File: src/rtl/segway_pkg.sv
// Shared types and constants for the segway rider-presence / steering-enable logic.
package segway_pkg;

    typedef enum logic [1:0] {
        IDLE  = 2'b00,
        WAIT  = 2'b01,
        STEER = 2'b10
    } steer_state_t;

    localparam logic [11:0] MIN_RIDER_WT_DFLT = 12'h200;
    localparam logic [11:0] WT_HYST_DFLT      = 12'h040;

    localparam int TMR_W_FULL = 26;
    localparam int TMR_W_SIM  = 15;

    function automatic int steer_tmr_width(input bit fast_sim);
        return fast_sim ? TMR_W_SIM : TMR_W_FULL;
    endfunction

endpackage

File: src/rtl/steer_tmr.sv
// Settle timer: up-counter with synchronous clear that saturates at all-ones.
module steer_tmr #(
    parameter int W = 26
) (
    input  logic clk,
    input  logic rst_n,
    input  logic clr,
    output logic full
);

    logic [W-1:0] cnt;

    assign full = &cnt;

    // Holding at all-ones keeps full asserted until the next clear.
    always_ff @(posedge clk or negedge rst_n) begin
        if (!rst_n)
            cnt <= '0;
        else if (clr)
            cnt <= '0;
        else if (!full)
            cnt <= cnt + W'(1);
    end

endmodule

File: src/rtl/steer_en_sm.sv
// Rider-presence and steering-enable controller fed by the left/right load-cell conversions.
//
//   state | meaning
//   IDLE  | no rider; rider_off high, PID integrator held at zero
//   WAIT  | rider present, waiting for continuous balance over the settle time
//   STEER | rider settled; en_steer high, steering pot allowed into the mixer
module steer_en_sm
    import segway_pkg::*;
#(
    parameter bit          FAST_SIM     = 1'b0,
    parameter logic [11:0] MIN_RIDER_WT = MIN_RIDER_WT_DFLT,
    parameter logic [11:0] WT_HYST      = WT_HYST_DFLT
) (
    input  logic        clk,
    input  logic        rst_n,
    input  logic [11:0] lft_ld,
    input  logic [11:0] rght_ld,
    output logic        en_steer,
    output logic        rider_off
);

    localparam int          TMR_W  = steer_tmr_width(FAST_SIM);
    localparam logic [12:0] THR_HI = {1'b0, MIN_RIDER_WT} + {1'b0, WT_HYST};
    localparam logic [12:0] THR_LO = {1'b0, MIN_RIDER_WT} - {1'b0, WT_HYST};

    steer_state_t state_q, state_d;

    logic [12:0] sum;
    logic [11:0] abs_diff;
    logic [12:0] sum_qtr;
    logic [12:0] sum_15_16;
    logic        sum_gt_min;
    logic        sum_lt_min;
    logic        diff_gt_1_4;
    logic        diff_gt_15_16;
    logic        clr_tmr;
    logic        tmr_full;

    assign sum      = {1'b0, lft_ld} + {1'b0, rght_ld};
    assign abs_diff = (lft_ld < rght_ld) ? (rght_ld - lft_ld) : (lft_ld - rght_ld);

    assign sum_qtr   = {2'b00, sum[12:2]};
    assign sum_15_16 = sum - {4'b0000, sum[12:4]};

    assign sum_gt_min    = (sum > THR_HI);
    assign sum_lt_min    = (sum < THR_LO);
    assign diff_gt_1_4   = ({1'b0, abs_diff} > sum_qtr);
    assign diff_gt_15_16 = ({1'b0, abs_diff} > sum_15_16);

    steer_tmr #(
        .W (TMR_W)
    ) u_tmr (
        .clk   (clk),
        .rst_n (rst_n),
        .clr   (clr_tmr),
        .full  (tmr_full)
    );

    always_ff @(posedge clk or negedge rst_n) begin
        if (!rst_n)
            state_q <= IDLE;
        else
            state_q <= state_d;
    end

    // Weight loss outranks every balance and timer condition.
    always_comb begin
        state_d = state_q;
        clr_tmr = 1'b0;
        case (state_q)
            IDLE: begin
                if (sum_gt_min) begin
                    state_d = WAIT;
                    clr_tmr = 1'b1;
                end
            end
            WAIT: begin
                if (sum_lt_min)
                    state_d = IDLE;
                else if (diff_gt_1_4)
                    clr_tmr = 1'b1;
                else if (tmr_full)
                    state_d = STEER;
            end
            STEER: begin
                if (sum_lt_min)
                    state_d = IDLE;
                else if (diff_gt_15_16) begin
                    state_d = WAIT;
                    clr_tmr = 1'b1;
                end
            end
            default: state_d = IDLE;
        endcase
    end

    assign en_steer  = (state_q == STEER);
    assign rider_off = (state_q == IDLE);

endmodule

File: config.mk
export PLATFORM = sky130hd
export DESIGN_NAME = steer_en_sm
export DESIGN_NICKNAME = d
export VERILOG_FILES = /design/src/rtl/segway_pkg.sv /design/src/rtl/steer_tmr.sv /design/src/rtl/steer_en_sm.sv
export SDC_FILE = /design/constraint.sdc
export NUM_CORES = 1
export LEC_CHECK = 0
export BUFFER_PORTS_ARGS = -buffer_cell sky130_fd_sc_hd__buf_2
export CORE_UTILIZATION = 63
export DETAILED_ROUTE_END_ITERATION = 12
export PLACE_DENSITY = 0.88
export SLEW_MARGIN = 20
export SYNTH_ARGS = -nofsm -noshare
export SYNTH_HDL_FRONTEND = slang
export SYNTH_SLANG_ARGS = --single-unit
File: constraint.sdc
create_clock -name clk -period 2.6 [get_ports clk]
set_input_delay 0.26 -clock clk [delete_from_list [all_inputs] [get_ports clk]]
set_output_delay 0.26 -clock clk [all_outputs]
set_load 0.01 [all_outputs]
==> results of run 1 <==
-- per-layer routing --
layer	GRT usage, %	overflow
met4	59.8	5
met1	60.8	0
met3	38.0	0
met5	4.20	0
met2	88.2	4
-- per-stage QoR --
step                hold WS, ns  instances  cell area (µm²)  util [%]
floorplan               -0.0356        544             4590         -
global placement          0.280        824             6030      88.2
detailed placement        0.301        824             6030      88.2
CTS                       0.529        847             6410      93.9
-- logic make-up after synthesis --
family                     after synthesis
muxes                                   10
and+or+nand+nor                        184
DFF                                     28
adders and majority gates               74
xor gates and xnor gates                55
buffers and inverters                   72
AOI/OAI and AO/OA                      121
-- timing repair --
item,in CTS
pin swaps,41
hold buffers,1
buffers inserted,16
endpoints found under the setup margin,28
cloned,2
resized for setup,50
hold endpoints to repair,28
==> results.ini, run 1 <==
[synth]
yosys_warnings = 0
synth_ff_type = dfrtp_1
synth_area_leaders = ha_1 (19%), dfrtp_1 (16%), xnor2_1 (5.7%), inv_1 (4.8%), xor2_1 (4.5%)
synthSimpleGateAreaFrac_pct = 20.8
synthCells = 544
synth_top_family_by_area = adder cells
synthAdderAreaFrac_pct = 21.3
synth_seq_cells = 28
synthMuxAreaShare_pct = 2.26
synth_top_area_share_pct = 19.2
synth_top_cell_by_area = ha_1
syn_area_per_cell_um2 = 8.25
netlist_area_mm2 = 0.00449
synth-edff-count = 0
synth.net_count = 643
yosys-top-cells-count = ha_1 (69), inv_1 (57), nor2_1 (50), a21oi_1 (37), nand2_1 (36)
yosysMostFrequentCell = ha_1
synth_compound_area_share_pct = 21.1
synthXorXnorAreaFrac_pct = 11.9
ys_seq_area_share_pct = 15.6
synth_cell_types = 79
async_flop_share_pct = 100

[clock_network]
numClockSinks = 28
htree_levels = 1
cts-root-buf = clkbuf_8
clockBufferDepth = 2
cts_made_buffers = 3

[place]
dp_slack_ns = -2.61
dp_hpwl_um = 11700
io_buffers = 27
routabilityCongestion = 0.978

[status]
firstError = [ERROR GRT-0116] Global routing finished with congestion. Check the congestion regions in the DRC Viewer.
stop_stage = global routing
status = did not finish

[die]
ios = 28
rows = 30
start_util_pct = 65.7
die_w_um = 86.4
die_h_um = 86.4

[global_routing]
grt_max_degree = 29
globalRoute.totalOverflow = 9
grt_pass1_wl_um = 34400
grt_pass1_vias = 6549
grt_usage_pct = 61.9

==> run 2: changes to the inputs <==
--- a/config.mk
+++ b/config.mk
@@ -6,9 +6,9 @@
 export NUM_CORES = 1
 export LEC_CHECK = 0
 export BUFFER_PORTS_ARGS = -buffer_cell sky130_fd_sc_hd__buf_2
-export CORE_UTILIZATION = 63
+export CORE_UTILIZATION = 40
 export DETAILED_ROUTE_END_ITERATION = 12
-export PLACE_DENSITY = 0.88
+export PLACE_DENSITY_LB_ADDON = 0.15
 export SLEW_MARGIN = 20
 export SYNTH_ARGS = -nofsm -noshare
 export SYNTH_HDL_FRONTEND = slang
==> results.ini, run 2 <==
[status]
status = complete, but fails checks
violations = hold timing, setup timing

[synth]
synth_top_area_share_pct = 19.2
synth_top_cell_by_area = ha_1
yosys_warnings = 0
synthMuxAreaShare_pct = 2.26
synthXorXnorAreaFrac_pct = 11.9
synthCells = 544
synth_ff_type = dfrtp_1
ys_seq_area_share_pct = 15.6
netlist_area_mm2 = 0.00449
syn_area_per_cell_um2 = 8.25
synth_seq_cells = 28
yosysMostFrequentCell = ha_1
yosys-top-cells-count = ha_1 (69), inv_1 (57), nor2_1 (50), a21oi_1 (37), nand2_1 (36)
synth-edff-count = 0
synth_top_family_by_area = adder cells
synth_cell_types = 79
synth.net_count = 643
synth_area_leaders = ha_1 (19%), dfrtp_1 (16%), xnor2_1 (5.7%), inv_1 (4.8%), xor2_1 (4.5%)
synth_compound_area_share_pct = 21.1
synthAdderAreaFrac_pct = 21.3
async_flop_share_pct = 100
synthSimpleGateAreaFrac_pct = 20.8

[worst_setup_path]
cp_data_arrival_time_ns = 4.85
worstPathRequired_ns = 2.81
reg2reg_depth = 8
rr_endpoint = u_tmr.cnt[22]
rr_startpoint = u_tmr.cnt[3]
r2r_setup_slack_ns = 0.14
crit_fanout = 7
cp-end-kind = register
cp-start-kind = input pin
critical_path_class = input pin to register
cp-startpoint = lft_ld[1]
endpoint = u_tmr.cnt[2]

[final_layout]
utilization_pct = 60.9
final_common_cell = buf_4
area_growth_pct = 47.8
regMostFlops = u_tmr.cnt
nFillCells = 952
diodes = 0
drive_gt1_share_pct = 41.1
multi_input_area_mm2 = 0.00387
final-seq-area_um2 = 701
reg.largest.list = u_tmr.cnt (26), state_q (2)
layout.nets = 845
final_cell_mix = buf_4 (181), ha_1 (61), inv_1 (53), nand2_1 (33), a21oi_1 (30)
largest_reg_flops = 26

[sta]
clock.fmax_mhz = 215
rsz0062_at_grt = yes
skew_ns = 0.00284
period_needed_ns = 4.65
hold_viol = 28
setup_viol = 28
drv_slew = 0
worst_slack_ns = -2.05
worst_pin_slew_ns = 0.608
post-route-period-util_pct = 179
holdWs_ns = -0.0184
relSlewSlack_pct = 59.5

[pwr]
power_density_mw_per_mm2 = 657
total_power_uw = 4360
ir_drop_uv = 654
p_leak_uw = 0.00322

[global_routing]
grt_max_degree = 29
grt_pass1_wl_um = 21400
grt_usage_pct = 22.7
globalRoute.totalOverflow = 0
grt_pass1_vias = 4843
antenna_found_initial = 0

[clock_network]
cts-root-buf = clkbuf_8
cts_made_buffers = 3
cts_tree = built
cts_hold_buffers = 0
clk_pin_slew_ns = 0.09
clock_latency_ns = 0.28
clockBufferDepth = 2
numClockSinks = 28
htree_levels = 1

[place]
dp_hpwl_um = 10200
io_buffers = 27
routabilityCongestion = 0.902

[die]
die-area_mm2 = 0.0117
ios = 28
start_util_pct = 41.2
core_area_mm2 = 0.0109
rows = 38
die_w_um = 108
die_h_um = 108

[detailed_routing]
drt-wirelength-per-cell_um = 14.3
first_iter_violations = 131
drc = 0
firstDrtPassIters = 6
wl_um = 12700
vias = 4614
antenna_left = 0
vias_per_cell = 5.21

[flow_run]
cap_violations = 0

[min_path]
hold_path_class = input pin to async pin

-- run 2: routing by layer --
metal / GRT usage, % / routed length, µm
met1: 25.5 / 5260
met2: 45.5 / 6910
met5: 0 / 0
met3: 0.482 / 181
met4: 7.14 / 306
-- run 2: cell families after synthesis --
kind of cell / after synthesis
AO/OA/AOI/OAI: 121
XOR/XNOR: 55
adder cells (fa/ha/maj): 74
buffers and inverters: 72
flip-flops: 28
multiplexers: 10
AND/OR/NAND/NOR: 184
-- run 2: stage by stage --
stage	TNS (ns)	area (µm²)	hold WS, ns	std cells	setup slack [ns]
after floorplan	-56.53	4590	-0.0356	544	-2.05
after CTS	-51.60	6480	0.00108	883	-1.87
final	-56.50	6630	-0.0184	885	-2.05
after detailed placement	-64.54	6100	0.303	869	-2.38
after global placement	-62.38	6100	0.296	869	-2.27
after global routing	-61.21	6630	0.0233	885	-2.22
-- run 2: timing repair --
item                                    in CTS  in global routing
pin swaps                                   34                 29
buffers inserted                             8                  3
endpoints found under the setup margin      28                 28
resized for setup                           54                 25
cloned                                       2                  0
-- run 2: critical path, cell delays in order --
cell and delay, ns:
buf_8 0.08, clkinvlp_4 0.11, ha_4 0.23, nand2b_4 0.14
a2111o_1 0.44, buf_4 0.18, a2111o_1 0.44, nand3_2 0.12
ha_1 0.24, buf_4 0.14, a21oi_2 0.03, o211a_4 0.15
o31ai_4 0.26, nand3_2 0.11, nand2_2 0.08, a21boi_2 0.06
xnor2_1 0.12, ha_1 0.31, a21oi_1 0.15, nor2b_1 0.08
a2111oi_2 0.35, nor2_1 0.10, nand4_1 0.14, o311ai_4 0.12
buf_12 0.16, buf_12 0.14, nor3_4 0.10
-- run 2: area by class of cell --
class,count,share of cell area (%)
clock buffers,4,0.830
inverters,58,3.34
multi-input cells,444,58.4
flip-flops and latches,28,10.6
well taps,140,2.64
repair buffers,211,24.2
-- run 2: worst min path at each step --
stage,startpoint,endpoint,slack [ns],cells past startpoint
finish,rst_n,u_tmr.cnt[20],-0.02,1
global route,rst_n,u_tmr.cnt[20],0.02,1
CTS,rst_n,u_tmr.cnt[19],0.001,1
detailed placement,rst_n,u_tmr.cnt[19],0.30,1
global placement,rst_n,u_tmr.cnt[20],0.30,1
floorplan,rst_n,state_q[0],-0.04,0
-- run 2: where the power goes --
part	internal (µW)	switching (µW)
Sequential	471	35.6
Clock	136	132
Combinational	1860	1730
No activity file was read; power rests on OpenSTA's default activity.
